**config.mk**
```make
export PLATFORM = sky130hd
export DESIGN_NAME = rv_multicycle_ctrl
export DESIGN_NICKNAME = d
export VERILOG_FILES = /design/src/rtl/rv_multicycle_ctrl.sv
export SDC_FILE = /design/constraint.sdc
export NUM_CORES = 1
export LEC_CHECK = 0
export CELL_PAD_IN_SITES_DETAIL_PLACEMENT = 1
export CELL_PAD_IN_SITES_GLOBAL_PLACEMENT = 1
export CORE_AREA = 5 5 59 61
export DETAILED_ROUTE_END_ITERATION = 16
export DIE_AREA = 0 0 64 66
export GPL_ROUTABILITY_DRIVEN = 0
export GPL_TIMING_DRIVEN = 0
export MAX_ROUTING_LAYER = met4
export PLACE_DENSITY = 0.82
export SLEW_MARGIN = 10
export SYNTH_ARGS = -nofsm -noshare
export SYNTH_HDL_FRONTEND = slang
export SYNTH_SLANG_ARGS = --single-unit
```
**constraint.sdc**
```tcl
create_clock -name clk -period 1.3 [get_ports clk]
set_input_delay 0.195 -clock clk [delete_from_list [all_inputs] [get_ports clk]]
set_output_delay 0.195 -clock clk [all_outputs]
set_load 0.02 [all_outputs]
```
**src/rtl/rv_multicycle_ctrl.sv**
```systemverilog
// Multicycle RISC-V control FSM: fetch/decode/execute/memory/writeback over one ALU and one memory port.
// Build option RV_MC_BRANCH_EXT_EN enables bne/blt/bge/bltu/bgeu; otherwise only beq is legal.
module rv_multicycle_ctrl #(
   parameter int ALUC_W   = 3,
   parameter int MEM_WAIT = 1
) (
   input  logic              clk,
   input  logic              reset,
   input  logic [6:0]        op,
   input  logic [2:0]        funct3,
   input  logic              f7b5,
   input  logic              zero,
   input  logic              lt,
   input  logic              ltu,
   input  logic              mem_ready,
   output logic              pcwrite,
   output logic              adrsrc,
   output logic              memwrite,
   output logic              irwrite,
   output logic [1:0]        resultsrc,
   output logic [1:0]        alusrca,
   output logic [1:0]        alusrcb,
   output logic [1:0]        immsrc,
   output logic              regwrite,
   output logic [ALUC_W-1:0] alucontrol,
   output logic              illegal
);

   localparam logic [6:0] OP_LOAD   = 7'b0000011;
   localparam logic [6:0] OP_STORE  = 7'b0100011;
   localparam logic [6:0] OP_RTYPE  = 7'b0110011;
   localparam logic [6:0] OP_ITYPE  = 7'b0010011;
   localparam logic [6:0] OP_BRANCH = 7'b1100011;
   localparam logic [6:0] OP_JAL    = 7'b1101111;

   typedef enum logic [3:0] {
      S_FETCH, S_DECODE, S_MEMADR, S_MEMREAD, S_MEMWRITE, S_MEMWB,
      S_EXECR, S_EXECI, S_ALUWB, S_BRANCH, S_JAL
   } state_t;

   state_t      r_state, w_next;
   logic [1:0]  w_aluop;
   logic [2:0]  w_aluc;
   logic        w_rdy;
   logic        w_taken;
   logic        w_br_bad;
   logic        w_alu_bad;

   assign w_rdy = (MEM_WAIT != 0) ? mem_ready : 1'b1;

`ifdef RV_MC_BRANCH_EXT_EN
   always_comb begin
      w_taken  = 1'b0;
      w_br_bad = 1'b0;
      case (funct3)
         3'b000:  w_taken = zero;
         3'b001:  w_taken = !zero;
         3'b100:  w_taken = lt;
         3'b101:  w_taken = !lt;
         3'b110:  w_taken = ltu;
         3'b111:  w_taken = !ltu;
         default: w_br_bad = 1'b1;
      endcase
   end
`else
   logic w_unused_flags;
   assign w_unused_flags = &{1'b0, lt, ltu};
   assign w_taken        = zero;
   assign w_br_bad       = (funct3 != 3'b000);
`endif

   // Shared ALU decode; funct3 codes outside add/sub/slt/or/and fall back to add.
   always_comb begin
      w_aluc    = 3'b000;
      w_alu_bad = 1'b0;
      case (w_aluop)
         2'b00: w_aluc = 3'b000;
         2'b01: w_aluc = 3'b001;
         default: begin
            case (funct3)
               3'b000:  w_aluc = (op[5] & f7b5) ? 3'b001 : 3'b000;
               3'b010:  w_aluc = 3'b101;
               3'b110:  w_aluc = 3'b011;
               3'b111:  w_aluc = 3'b010;
               default: w_aluc = 3'b000;
            endcase
         end
      endcase
      case (funct3)
         3'b000, 3'b010, 3'b110, 3'b111: w_alu_bad = 1'b0;
         default:                        w_alu_bad = 1'b1;
      endcase
   end

   always_comb begin
      alucontrol      = '0;
      alucontrol[2:0] = w_aluc;
   end

   always_comb begin
      case (op)
         OP_STORE:  immsrc = 2'b01;
         OP_BRANCH: immsrc = 2'b10;
         OP_JAL:    immsrc = 2'b11;
         default:   immsrc = 2'b00;
      endcase
   end

   always_ff @(posedge clk or posedge reset) begin
      if (reset) r_state <= S_FETCH;
      else       r_state <= w_next;
   end

   always_comb begin
      w_next    = r_state;
      pcwrite   = 1'b0;
      adrsrc    = 1'b0;
      memwrite  = 1'b0;
      irwrite   = 1'b0;
      resultsrc = 2'b00;
      alusrca   = 2'b00;
      alusrcb   = 2'b00;
      regwrite  = 1'b0;
      illegal   = 1'b0;
      w_aluop   = 2'b00;
      case (r_state)
         S_FETCH: begin
            alusrcb   = 2'b10;
            resultsrc = 2'b10;
            irwrite   = w_rdy;
            pcwrite   = w_rdy;
            if (w_rdy) w_next = S_DECODE;
         end
         S_DECODE: begin
            alusrca = 2'b01;
            alusrcb = 2'b01;
            // Illegal encodings drop straight back to FETCH so nothing is written.
            case (op)
               OP_LOAD, OP_STORE: w_next = S_MEMADR;
               OP_RTYPE: begin
                  illegal = w_alu_bad;
                  w_next  = w_alu_bad ? S_FETCH : S_EXECR;
               end
               OP_ITYPE: begin
                  illegal = w_alu_bad;
                  w_next  = w_alu_bad ? S_FETCH : S_EXECI;
               end
               OP_BRANCH: begin
                  illegal = w_br_bad;
                  w_next  = w_br_bad ? S_FETCH : S_BRANCH;
               end
               OP_JAL: w_next = S_JAL;
               default: begin
                  illegal = 1'b1;
                  w_next  = S_FETCH;
               end
            endcase
         end
         S_MEMADR: begin
            alusrca = 2'b10;
            alusrcb = 2'b01;
            w_next  = op[5] ? S_MEMWRITE : S_MEMREAD;
         end
         S_MEMREAD: begin
            adrsrc = 1'b1;
            if (w_rdy) w_next = S_MEMWB;
         end
         S_MEMWRITE: begin
            adrsrc   = 1'b1;
            memwrite = 1'b1;
            if (w_rdy) w_next = S_FETCH;
         end
         S_MEMWB: begin
            resultsrc = 2'b01;
            regwrite  = 1'b1;
            w_next    = S_FETCH;
         end
         S_EXECR: begin
            alusrca = 2'b10;
            w_aluop = 2'b10;
            w_next  = S_ALUWB;
         end
         S_EXECI: begin
            alusrca = 2'b10;
            alusrcb = 2'b01;
            w_aluop = 2'b10;
            w_next  = S_ALUWB;
         end
         S_ALUWB: begin
            regwrite = 1'b1;
            w_next   = S_FETCH;
         end
         S_BRANCH: begin
            alusrca = 2'b10;
            w_aluop = 2'b01;
            pcwrite = w_taken;
            w_next  = S_FETCH;
         end
         S_JAL: begin
            alusrca = 2'b01;
            alusrcb = 2'b10;
            pcwrite = 1'b1;
            w_next  = S_ALUWB;
         end
         default: w_next = S_FETCH;
      endcase
      // State is already FETCH under reset; only the strobes need suppressing.
      if (reset) begin
         pcwrite  = 1'b0;
         irwrite  = 1'b0;
         memwrite = 1'b0;
         regwrite = 1'b0;
         illegal  = 1'b0;
      end
   end

endmodule
```
==> out/summary.txt, run 1 <==
Nets@finish - 160
CP delay by family, top - simple AND/OR/NAND/NOR gates
Vias in the first global route - 1,036
Slew HR - 79.6%
Number of CTS-inserted buffers - 3
Die footprint - 4220 um^2
Sequential share of the synthesized area - 15.6%
CP cell instances - or3b_1 > a21oi_2 > a31oi_1 > nor3_2 > buf_4
Logic pwr share - 46.4%
Antenna violations before repair - 0
TritonCTS clock tree - done
Area after DPL - 1030 um^2
Core Region - 2930 um^2
Overall Global Routing Usage - 14.5%
Synth cell types - 41
Antenna Cells - 0
Die X - 64 um
Clock Latency Late Sink - 250 ps
Clk pin slew, worst setup/hold paths - 40 ps
F_max - 581 MHz
Initial core utilization - 21.9%
Worst Hold End - r_state[2]$_DFFE_PP0P_
RSZ-0062 raised after global routing - yes
Final setup vio count - 16
First-pass GRT wire length - 4.79 mm
Worst setup margin - -421 ps
Largest reg by FF count - r_state
Cells after Synth - 93
# hold bufs at CTS - 0
Synth Flop Type - dfrtp_1
WP data arrival - 1530 ps
Global routing's busiest layer - met2
Non-filler cells, final - 174
Synthesis Warnings - 0
Worst EP required - 1110 ps
Vias per cell - 5.20
Io pins - 34
Worst Reg-to-Reg Cells - 5
Cell area after layout - 1250 um^2
Top post-synthesis cells by area - dfrtp_1, nor2_1, a21oi_1
Post-synth EDFFs - 0
GRT met3 Usage - 3.40%
Hold Crit Start - op[4]
Status - finished, violations left
Vias - 904
Syn nets - 110
Final worst-path cycle share - 132%
Type of origin of the critical path - register
Met2 usage - 25.6%
Post-route DRC - 0
Synthesized area - 642 um^2
Post-detail-place hpwl - 1.93 mm
Critical path class - reg -> out
Routed Antenna Nets - 0
Reg2reg start - r_state[1]$_DFFE_PP0P_
Slowest CP cell - dfrtp_2
Grt total ovfl - 0
Slowest cell delay on critical path - 440 ps
Min Clock Period, post-route - 1720 ps
Post-synth top cells - nor2_1, a21oi_1, nand2_1
Async set or reset register ratio after synthesis - 100%
Fillers - 356
Yosys top cell area share - 15.6%
VDD IR-drop max - 0.198 mV
Clock Tree Root - clkbuf_4
Hold path depth - 3
Initial DRT Pass Iterations - 3
Sw Share - 34.9%
Max Slew Vio Count - 0
Max reg flops - 4
Inst Count DP - 157
Max cap viols - 0
H-tree depth - 1
Cell Pwr Density - 441 nW/um^2
P_sw - 0.193 mW
GR Util met1 - 16.1%
Int Pwr - 0.359 mW
Terminus of the critical flop-to-flop path - r_state[3]$_DFFE_PP0P_
Register bit total from synthesis - 4
Area Growth Syn to Fin - 94.9%
Pin count of the biggest net entering global routing - 11
Port-buffer cells - 31
Syn avg cell area - 6.90 um^2
Lkg Pwr - 0.513 nW
Crit Path Max Fanout - 6
Clock skew - 6.40 ps
Max Buffers Root-to-Sink - 2
Most common cell in the netlist - nor2_1
Endpoint type of the worst setup path - output pin
DRT iter0 DRCs - 20
Hold Path Class - in -> reg
R2R Setup Slk - -140 ps
Share of layout cells above drive strength 1 - 61.7%
Rows - 20
Slew @ Worst Pin - 303 ps
Clock share of power - 30.2%
DR WL/cell - 15.9 um
Final Hold Fails - 0
Biggest regs - r_state: 4 flops
Final wirelength - 2.77 mm
Failing checks - negative setup slack
Largest area contributor in the netlist - dfrtp_1
Sequential share of power - 23.4%
Die Y - 66 um
Buf+Inv Stages, Crit Path - 1
CTS sink count - 4
==> tightest hold or removal path, cell delays in order <==
cell       delay [ps]
clkbuf_2          150
o2111ai_2         100
a21oi_2            60
==> routing by layer <==
layer	vias up	part of all wire (%)
met4	0	1.8
met3	5	5.4
met5	-	0
met2	30	53
met1	430	40
li1	439	-
==> layout by cell type, fill, tap and decap left out, types with 2 or more instances in the layout <==
| cell | count |
|---|---|
| clkdlybuf4s50_1 | 3 |
| buf_4 | 19 |
| and2_4 | 2 |
| and3_1 | 2 |
| o21ai_1 | 2 |
| dfrtp_2 | 3 |
| clkbuf_4 | 5 |
| nor2_2 | 5 |
| a21oi_2 | 4 |
| inv_1 | 3 |
| nand3b_1 | 2 |
| a31oi_1 | 2 |
| nor3_1 | 2 |
| nor3_2 | 3 |
| nand2b_1 | 2 |
| or2_4 | 2 |
| nor2_1 | 8 |
| buf_2 | 6 |
| nand4_1 | 2 |
| buf_6 | 12 |
| clkdlybuf4s15_2 | 3 |
| dlygate4sd2_1 | 2 |
| o31ai_1 | 2 |
| nand2_1 | 6 |
| nor2b_4 | 2 |
| a21oi_1 | 5 |
| nand2_2 | 2 |
| or3b_1 | 2 |
==> repair_timing <==
action / in CTS / in global routing
endpoints found under the hold margin: 0 / 0
resized for setup: 135 / 40
cloned: 1 / 0
buffers inserted: 15 / 4
pin swaps: 11 / 6
endpoints found under the setup margin: 21 / 21
==> stage by stage <==
step / setup TNS, ps / utilization, % / setup slack (ps) / total power, mW / hold slack (ps)
2_1_floorplan: -418 / - / -161 / 0.235 / -38.9
3_3_place_gp: -12120 / 35.2 / -1020 / 0.341 / 579
3_5_place_dp: -12790 / 35.2 / -1060 / 0.348 / 591
4_1_cts: -4770 / 41.8 / -420 / 0.533 / 357
5_1_grt: -5440 / 42.7 / -510 / 0.593 / 302
6_report: -4170 / 42.7 / -421 / 0.551 / 286
==> power groups by stage <==
stage          registers (mW)  clock network (mW)  logic [mW]
3_5_place_dp            0.130                   0       0.218
4_1_cts                 0.129               0.157       0.246
2_1_floorplan           0.130                   0       0.106
5_1_grt                 0.129               0.186       0.277
6_report                0.129               0.166       0.256
3_3_place_gp            0.130                   0       0.211
==> logic make-up (layout without fill, tap and decap cells) <==
kind of cell	count (synthesis)	after routing	synth area share, %
AND/OR/NAND/NOR	51	51	46.8
buffers and inverters	9	57	5.65
flip-flops	4	4	15.6
multiplexers	1	1	1.56
XOR/XNOR	1	1	1.36
AO/OA/AOI/OAI	27	27	29.0
==> final cells by class <==
class / instances / area [um^2] / area share (%)
multi-input combinational: 80 / 631 / 50.4
timing repair buffer: 45 / 390 / 31.2
sequential: 4 / 104 / 8.30
buffer: 5 / 47.5 / 3.80
tap: 33 / 41.3 / 3.30
clock buffer: 3 / 22.5 / 1.80
inverter: 4 / 15.0 / 1.20
==> worst max-delay path by stage <==
stage | end | cells after the start | start | slack [ps]
6_report | pcwrite | 5 | r_state[3]$_DFFE_PP0P_ | -420
5_1_grt | pcwrite | 5 | r_state[3]$_DFFE_PP0P_ | -510
2_1_floorplan | pcwrite | 4 | r_state[1]$_DFFE_PP0P_ | -160
3_3_place_gp | pcwrite | 6 | mem_ready | -1020
3_5_place_dp | pcwrite | 6 | mem_ready | -1060
4_1_cts | pcwrite | 5 | r_state[1]$_DFFE_PP0P_ | -420
Note: power is estimated with default switching activity, not from simulation.
==> inputs of run 2 (changes only) <==
--- a/config.mk
+++ b/config.mk
@@ -12,7 +12,6 @@
 export DIE_AREA = 0 0 64 66
 export GPL_ROUTABILITY_DRIVEN = 0
 export GPL_TIMING_DRIVEN = 0
-export MAX_ROUTING_LAYER = met4
 export PLACE_DENSITY = 0.82
 export SLEW_MARGIN = 10
 export SYNTH_ARGS = -nofsm -noshare
==> out/summary.txt, run 2 (synthesis gave the netlist of run 1 again) <==
Vias in the first global route - 1,039 (+0.29%)
Antenna violations before repair - 0 (unchanged)
RSZ-0062 raised after global routing - yes
VDD IR-drop max - 0.199 mV (+0.45%)
Setup crit start - r_state[3]$_DFFE_PP0P_
Port-buffer cells - 31 (unchanged)
Overall Global Routing Usage - 14.1% (-0.44 points)
CP cell instances - or3b_1 > a21oi_2 > a31oi_1 > nor3_2 > buf_4
Cell area after layout - 1250 um^2 (unchanged)
Setup TNS - -4210 ps (-33.6 ps)
Nets@finish - 160 (unchanged)
Lkg Pwr - 0.513 nW (unchanged)
Vias per cell - 5.20 (+0.11%)
Non-filler cells, final - 174 (unchanged)
Endpoint type of the worst setup path - output pin
CTS sink count - 4 (unchanged)
Worst Hold End - r_state[2]$_DFFE_PP0P_
Setup WS pre-CTS - -1060 ps (unchanged)
Final setup vio count - 16 (unchanged)
Die X - 64 um (unchanged)
Pin count of the biggest net entering global routing - 11 (unchanged)
Worst Reg-to-Reg Cells - 5 (unchanged)
Cell Pwr Density - 441 nW/um^2 (about the same)
Die footprint - 4220 um^2 (unchanged)
Worst setup margin - -424 ps (-3.61 ps)
Critical path class - reg -> out
Reg2reg start - r_state[1]$_DFFE_PP0P_
Util after Layout - 42.7% (unchanged)
Routed Antenna Nets - 0 (unchanged)
Slew HR - 79.6% (unchanged)
CP delay by family, top - simple AND/OR/NAND/NOR gates
Grt total ovfl - 0 (unchanged)
Crit Path Max Fanout - 6 (unchanged)
H-tree depth - 1 (unchanged)
Failing checks - negative setup slack
Clock skew - 6.41 ps (+0.00624 ps)
Final Hold Fails - 0 (unchanged)
Final worst-path cycle share - 133% (+0.28 points)
Number of CTS-inserted buffers - 3 (unchanged)
Max cap viols - 0 (unchanged)
# hold bufs at CTS - 0 (unchanged)
Fillers - 356 (unchanged)
Max Slew Vio Count - 0 (unchanged)
Hold Crit Start - op[4]
Area Growth Syn to Fin - 94.9% (unchanged)
Most common cell after layout, fill and taps aside - buf_4
Post-detail-place hpwl - 1.93 mm (unchanged)
F_max - 580 MHz (-0.21%)
Inst Count DP - 157 (unchanged)
Clk pin slew, worst setup/hold paths - 40 ps (about the same)
DR WL/cell - 15.9 um (-0.11%)
R2R Setup Slk - -140 ps (about the same)
Min Clock Period, post-route - 1720 ps (+3.61 ps)
Hold WS - 286 ps (-0.107 ps)
First-pass GRT wire length - 4.79 mm (unchanged)
Slowest CP cell - dfrtp_2
WP data arrival - 1530 ps (about the same)
Hold Path Class - in -> reg
Max Buffers Root-to-Sink - 2 (unchanged)
Core Region - 2930 um^2 (unchanged)
Rows - 20 (unchanged)
Final wirelength - 2.77 mm (-0.11%)
Post-route DRC - 0 (unchanged)
Share of layout cells above drive strength 1 - 61.7% (unchanged)
Clock Latency Late Sink - 250 ps (about the same)
Hold path depth - 3 (unchanged)
Most frequent cells in the layout - buf_4, buf_6, nor2_1
Initial DRT Pass Iterations - 4 (+1)
Slew @ Worst Pin - 303 ps (unchanged)
Type of origin of the critical path - register
Status - finished, violations left
TritonCTS clock tree - done
DRT iter0 DRCs - 22 (+10%)
Die Y - 66 um (unchanged)
Antenna Cells - 0 (unchanged)
Terminus of the critical flop-to-flop path - r_state[3]$_DFFE_PP0P_
Slowest cell delay on critical path - 450 ps (about the same)
Vias - 905 (+0.11%)
Clock Tree Root - clkbuf_4
Biggest regs - r_state: 4 flops
Max reg flops - 4 (unchanged)
Worst EP required - 1110 ps (about the same)
Design Power - 0.552 mW (about the same)
Initial core utilization - 21.9% (unchanged)
Largest reg by FF count - r_state
Area after DPL - 1030 um^2 (unchanged)
Buf+Inv Stages, Crit Path - 1 (unchanged)
Io pins - 34 (unchanged)
run 2: how the worst max path moves through the flow:
stage,to,slack [ps],cells past startpoint
2_1_floorplan,pcwrite,-160,4
3_3_place_gp,pcwrite,-1020,6
3_5_place_dp,pcwrite,-1060,6
4_1_cts,pcwrite,-420,5
5_1_grt,pcwrite,-500,5
6_report,pcwrite,-420,5
run 2: layer usage:
metal  vias up  GRT usage [%]  wire length, um
met1       430           15.7             1080
met3         5           3.74              186
li1        438              -                -
met2        32           25.6             1460
met4         0           4.68               51
met5         -              0                0
run 2: layout make-up:
cell class              count  area [um^2]  share of cell area, %
plain buffers               5         47.5                   3.80
clock buffers               3         22.5                   1.80
inverters                   4         15.0                   1.20
multi-input cells          80          631                   50.4
flip-flops and latches      4          104                   8.30
well taps                  33         41.3                   3.30
repair buffers             45          390                   31.2
run 2: worst reg2reg max path: stages (launching register included):
cell and delay, ps:
dfrtp_2 420, buf_4 150, nor2_1 170, o211ai_1 140, a21o_2 230, o32ai_2 240
run 2: repair_timing:
item,4_1_cts,5_1_grt
gates cloned,1,0
setup endpoints to repair,21,21
setup buffers,15,4
gates resized for setup,135,40
pin swaps,11,6
run 2: report_power, final:
| group | leakage (nW) | internal, mW | switching (mW) |
|---|---|---|---|
| combinational | 0.450 | 0.127 | 0.129 |
| clock | 0.0138 | 0.104 | 0.0629 |
| sequential | 0.0494 | 0.128 | 0.00149 |
| total | 0.513 | 0.359 | 0.193 |
==> patch 1, RTL diff (config.mk and constraints of run 1) <==
`ALUC_W`: 3 -> 6.
--- a/src/rtl/rv_multicycle_ctrl.sv
+++ b/src/rtl/rv_multicycle_ctrl.sv
@@ -2,5 +2,5 @@
 // Build option RV_MC_BRANCH_EXT_EN enables bne/blt/bge/bltu/bgeu; otherwise only beq is legal.
 module rv_multicycle_ctrl #(
-   parameter int ALUC_W   = 3,
+   parameter int ALUC_W   = 6,
    parameter int MEM_WAIT = 1
 ) (
Interface: changed (resized alucontrol); port bits go from 34 to 37. No check against the original RTL was run, so the function may have changed too.
==> patch 1 against run 1 <==
The flow still finishes with violations (setup timing). Register-to-register slack lost 50 ps. Area after synthesis grew 4.1%. Cell area grew 1.8%. Global-route usage shrank 0.62 points. First-iteration DRC count grew 55%. Sequential cell count is the same. Synthesized cell count grew 4.3%. Wire length grew 3.6%. Worst setup slack lost 20 ps. Sequential power is essentially flat. Critical path type unchanged. Total power shrank 1.2%. Critical path depth is the same.
==> patch 1: results <==
group,metric,value,unit
run_status,violations,"setup timing",
pwr,irDropWorstVdd,0.194,mV
global_routing,grt_start_max_net_pins,11,
layout,drive_gt1_share,59.2,%
layout,multi_input_comb_cells,83,
pwr,p_seq_share,23.7,%
layout,fin_nets,166,
clock_network,postCtsSetupBuffers,9,
global_routing,grt_pass1_vias,992,
placement,dpl-instance-area,1060,sq um
clock_network,numCtsBuffers,3,
drt,vias,933,
global_routing,track_usage,13.9,%
drt,vias_per_cell,5.18,
layout,signal_buffers,53,
placement,dp.cells,163,
layout,inverters,4,
clock_network,cts_sinks,4,
layout,reg_top3,"r_state (4)",
timing,setup_viol,20,
global_routing,met1_usage,14.5,%
timing,fin_setup_tns,-4610,ps
critical_path,cp_top_family,"simple AND/OR/NAND/NOR gates",
global_routing,met3_usage,2.38,%
drt,drt-initial-drc-count,31,
layout,buf_share,36.7,%
logic_synthesis,synth_seq_area_share,15.0,%
pwr,leakage,0.535,nW
logic_synthesis,yosysWarnings,0,
global_routing,grt_pass1_wl,4610,um
pwr,power_frac_clock,28.2,%
pwr,switching_power,0.000187,W
critical_path,crit_fanout,6,
layout,num-fill-cells,371,
layout,seq_share,8.15,%
run_status,status,"finished, violations left",
drt,m1WireLength,1150,um
clock_network,cts-resized-gates,121,
layout,multi_input_area_share,48.9,%
hold_path,min_delay_path_depth,3,
logic_synthesis,yosys-top-cells-area,"dfrtp_1, nor2_1, a21oi_1",
hold_path,worstHoldPathType,"in2reg",
logic_synthesis,ys_types,43,
layout,clkCellAreaFrac,1.77,%
drt,wl,2870,um
critical_path,slowest_stage,"dfrtp_2",
global_routing,grtUsageMet2,25.1,%
placement,port_buffers,31,
global_routing,antenna_found_initial,0,
placement,post-dp-hpwl,2020,um
critical_path,crit_arrival,1550,ps
drt,dr_wl_met3,123,um
drt,dr_wl_met2,1560,um
drt,dr.pass1.iters,4,
floorplanning,tap_cells,33,
pwr,p_comb,0.000262,W
logic_synthesis,synth_area_per_cell,6.89,sq um
timing,clock_skew,5.22,ps
timing,fin_ws,-440,ps
placement,dp_slack,-1040,ps
-- patch 1: cell types whose count changed in the layout (fill, tap and decap cells not counted), moves of 2 or more --
cell,before,now
buf_6,12,8
buf_8,1,3
clkdlybuf4s15_2,3,5
conb_1,0,3
-- patch 1: kinds of logic after synthesis --
kind of cell	share of synthesized area, %
AOI/OAI and AO/OA	27.9
xor gates and xnor gates	1.31
buffers and inverters	8.80
DFF	15.0
muxes	1.50
other	0.561
and+or+nand+nor	44.9
-- patch 1: final timing paths --
check                                        from                      to  slack, ps
max                        r_state[3]$_DFFE_PP0P_                 pcwrite       -440
min                                         op[4]  r_state[2]$_DFFE_PP0P_        330
max reg2reg                r_state[1]$_DFFE_PP0P_  r_state[3]$_DFFE_PP0P_       -190
min reg2reg                r_state[2]$_DFFE_PP0P_  r_state[0]$_DFFE_PP0P_        620
max in group asynchronous                   reset  r_state[2]$_DFFE_PP0P_        750
min in group asynchronous                   reset  r_state[1]$_DFFE_PP0P_        360
==> patch 2, RTL diff (flow settings as in run 1) <==
Made on the original files. Encoding of `state_t`: now one-hot (11 bits for 11 states).
--- a/src/rtl/rv_multicycle_ctrl.sv
+++ b/src/rtl/rv_multicycle_ctrl.sv
@@ -34,7 +34,7 @@
    localparam logic [6:0] OP_JAL    = 7'b1101111;
 
-   typedef enum logic [3:0] {
-      S_FETCH, S_DECODE, S_MEMADR, S_MEMREAD, S_MEMWRITE, S_MEMWB,
-      S_EXECR, S_EXECI, S_ALUWB, S_BRANCH, S_JAL
+   typedef enum logic [10:0] {
+      S_FETCH = 11'b00000000001, S_DECODE = 11'b00000000010, S_MEMADR = 11'b00000000100, S_MEMREAD = 11'b00000001000, S_MEMWRITE = 11'b00000010000, S_MEMWB = 11'b00000100000,
+      S_EXECR = 11'b00001000000, S_EXECI = 11'b00010000000, S_ALUWB = 11'b00100000000, S_BRANCH = 11'b01000000000, S_JAL = 11'b10000000000
    } state_t;
 
Function: same outputs for any inputs over 10 cycles, from zero or initial values and one cycle with reset high; not proved beyond that.
==> patch 2 against run 1 <==
The flow still finishes with violations (setup timing). Cell area up 61%. Via count up 53%. Wire length is 110% higher. Die area unchanged. Area after synthesis increased by 48%. Clock skew up 1.1 ps. Sequential cell count grew 7. First-iteration DRC count rose to 4.7 times the old value. Total power rose to 4.3 times the old value. Worst setup slack lost 910 ps. Sequential power rose to 3.5 times the old value. Non-clock buffer count rose by 25. Count of clock-buffer cells in the layout grew 1. Maximum frequency is 35% lower. Largest power group unchanged. Highest routed layer unchanged.
==> patch 2: results <==
group,metric,value,unit
critical_path,crit_arrival,2440,ps
logic_synthesis,synth_fp_nets,139,
layout,finish.utilization,68.9,%
layout,largest_register_ffs,11,
global_routing,grtUsageMet2,43.0,%
run_status,status,"finished, violations left",
layout,reg_top3,"r_state (11)",
timing,setup_viol,26,
drt,dr_wl_met2,3150,um
drt,dr.pass1.iters,4,
global_routing,track_usage,23.9,%
global_routing,grt_pass1_wl,7500,um
layout,regArea,282,sq um
placement,dp.cells,185,
pwr,leakage,0.913,nW
logic_synthesis,synth.area.mux_share,0,%
placement,port_buffers,30,
critical_path,crit_start,"r_state[9]$_DFFE_PP0P_",
layout,buf_share,33.5,%
timing,fin_setup_tns,-26720,ps
layout,nClkBuffers,4,
timing,slew_headroom,53.4,%
logic_synthesis,synth_compound_area_share,16.7,%
drt,wl,5840,um
critical_path,r2r-end,"r_state[2]$_DFFE_PP0P_",
critical_path,slowest_stage,"dfrtp_1",
pwr,total_power,0.00237,W
clock_network,worstSkewPairLatency,310,ps
drt,vias,1380,
logic_synthesis,yosys-top-cells-area,"dfrtp_1, nor2_1, nand2b_1",
layout,fin_nets,214,
timing,fin_ws,-1330,ps
run_status,violations,"setup timing",
-- patch 2: changes by cell type after synthesis, moves of 5 or more --
| cell | run 1 | this run |
|---|---|---|
| nand3_1 | 2 | 7 |
| dfrtp_1 | 4 | 10 |
| nand2b_1 | 2 | 7 |
| nor4_1 | 0 | 7 |
| o21ai_0 | 2 | 7 |
| a21oi_1 | 9 | 3 |
-- patch 2: how the worst min path moves through the flow --
stage	startpoint	to	slack [ps]
after global routing	op[4]	r_state[2]$_DFFE_PP0P_	160
final	op[4]	r_state[2]$_DFFE_PP0P_	150
after detailed placement	r_state[9]$_DFFE_PP0P_	r_state[8]$_DFFE_PP0P_	580
after CTS	op[3]	r_state[10]$_DFFE_PP0P_	260
after floorplan	reset	r_state[10]$_DFFE_PP0P_	50
after global placement	r_state[9]$_DFFE_PP0P_	r_state[8]$_DFFE_PP0P_	580
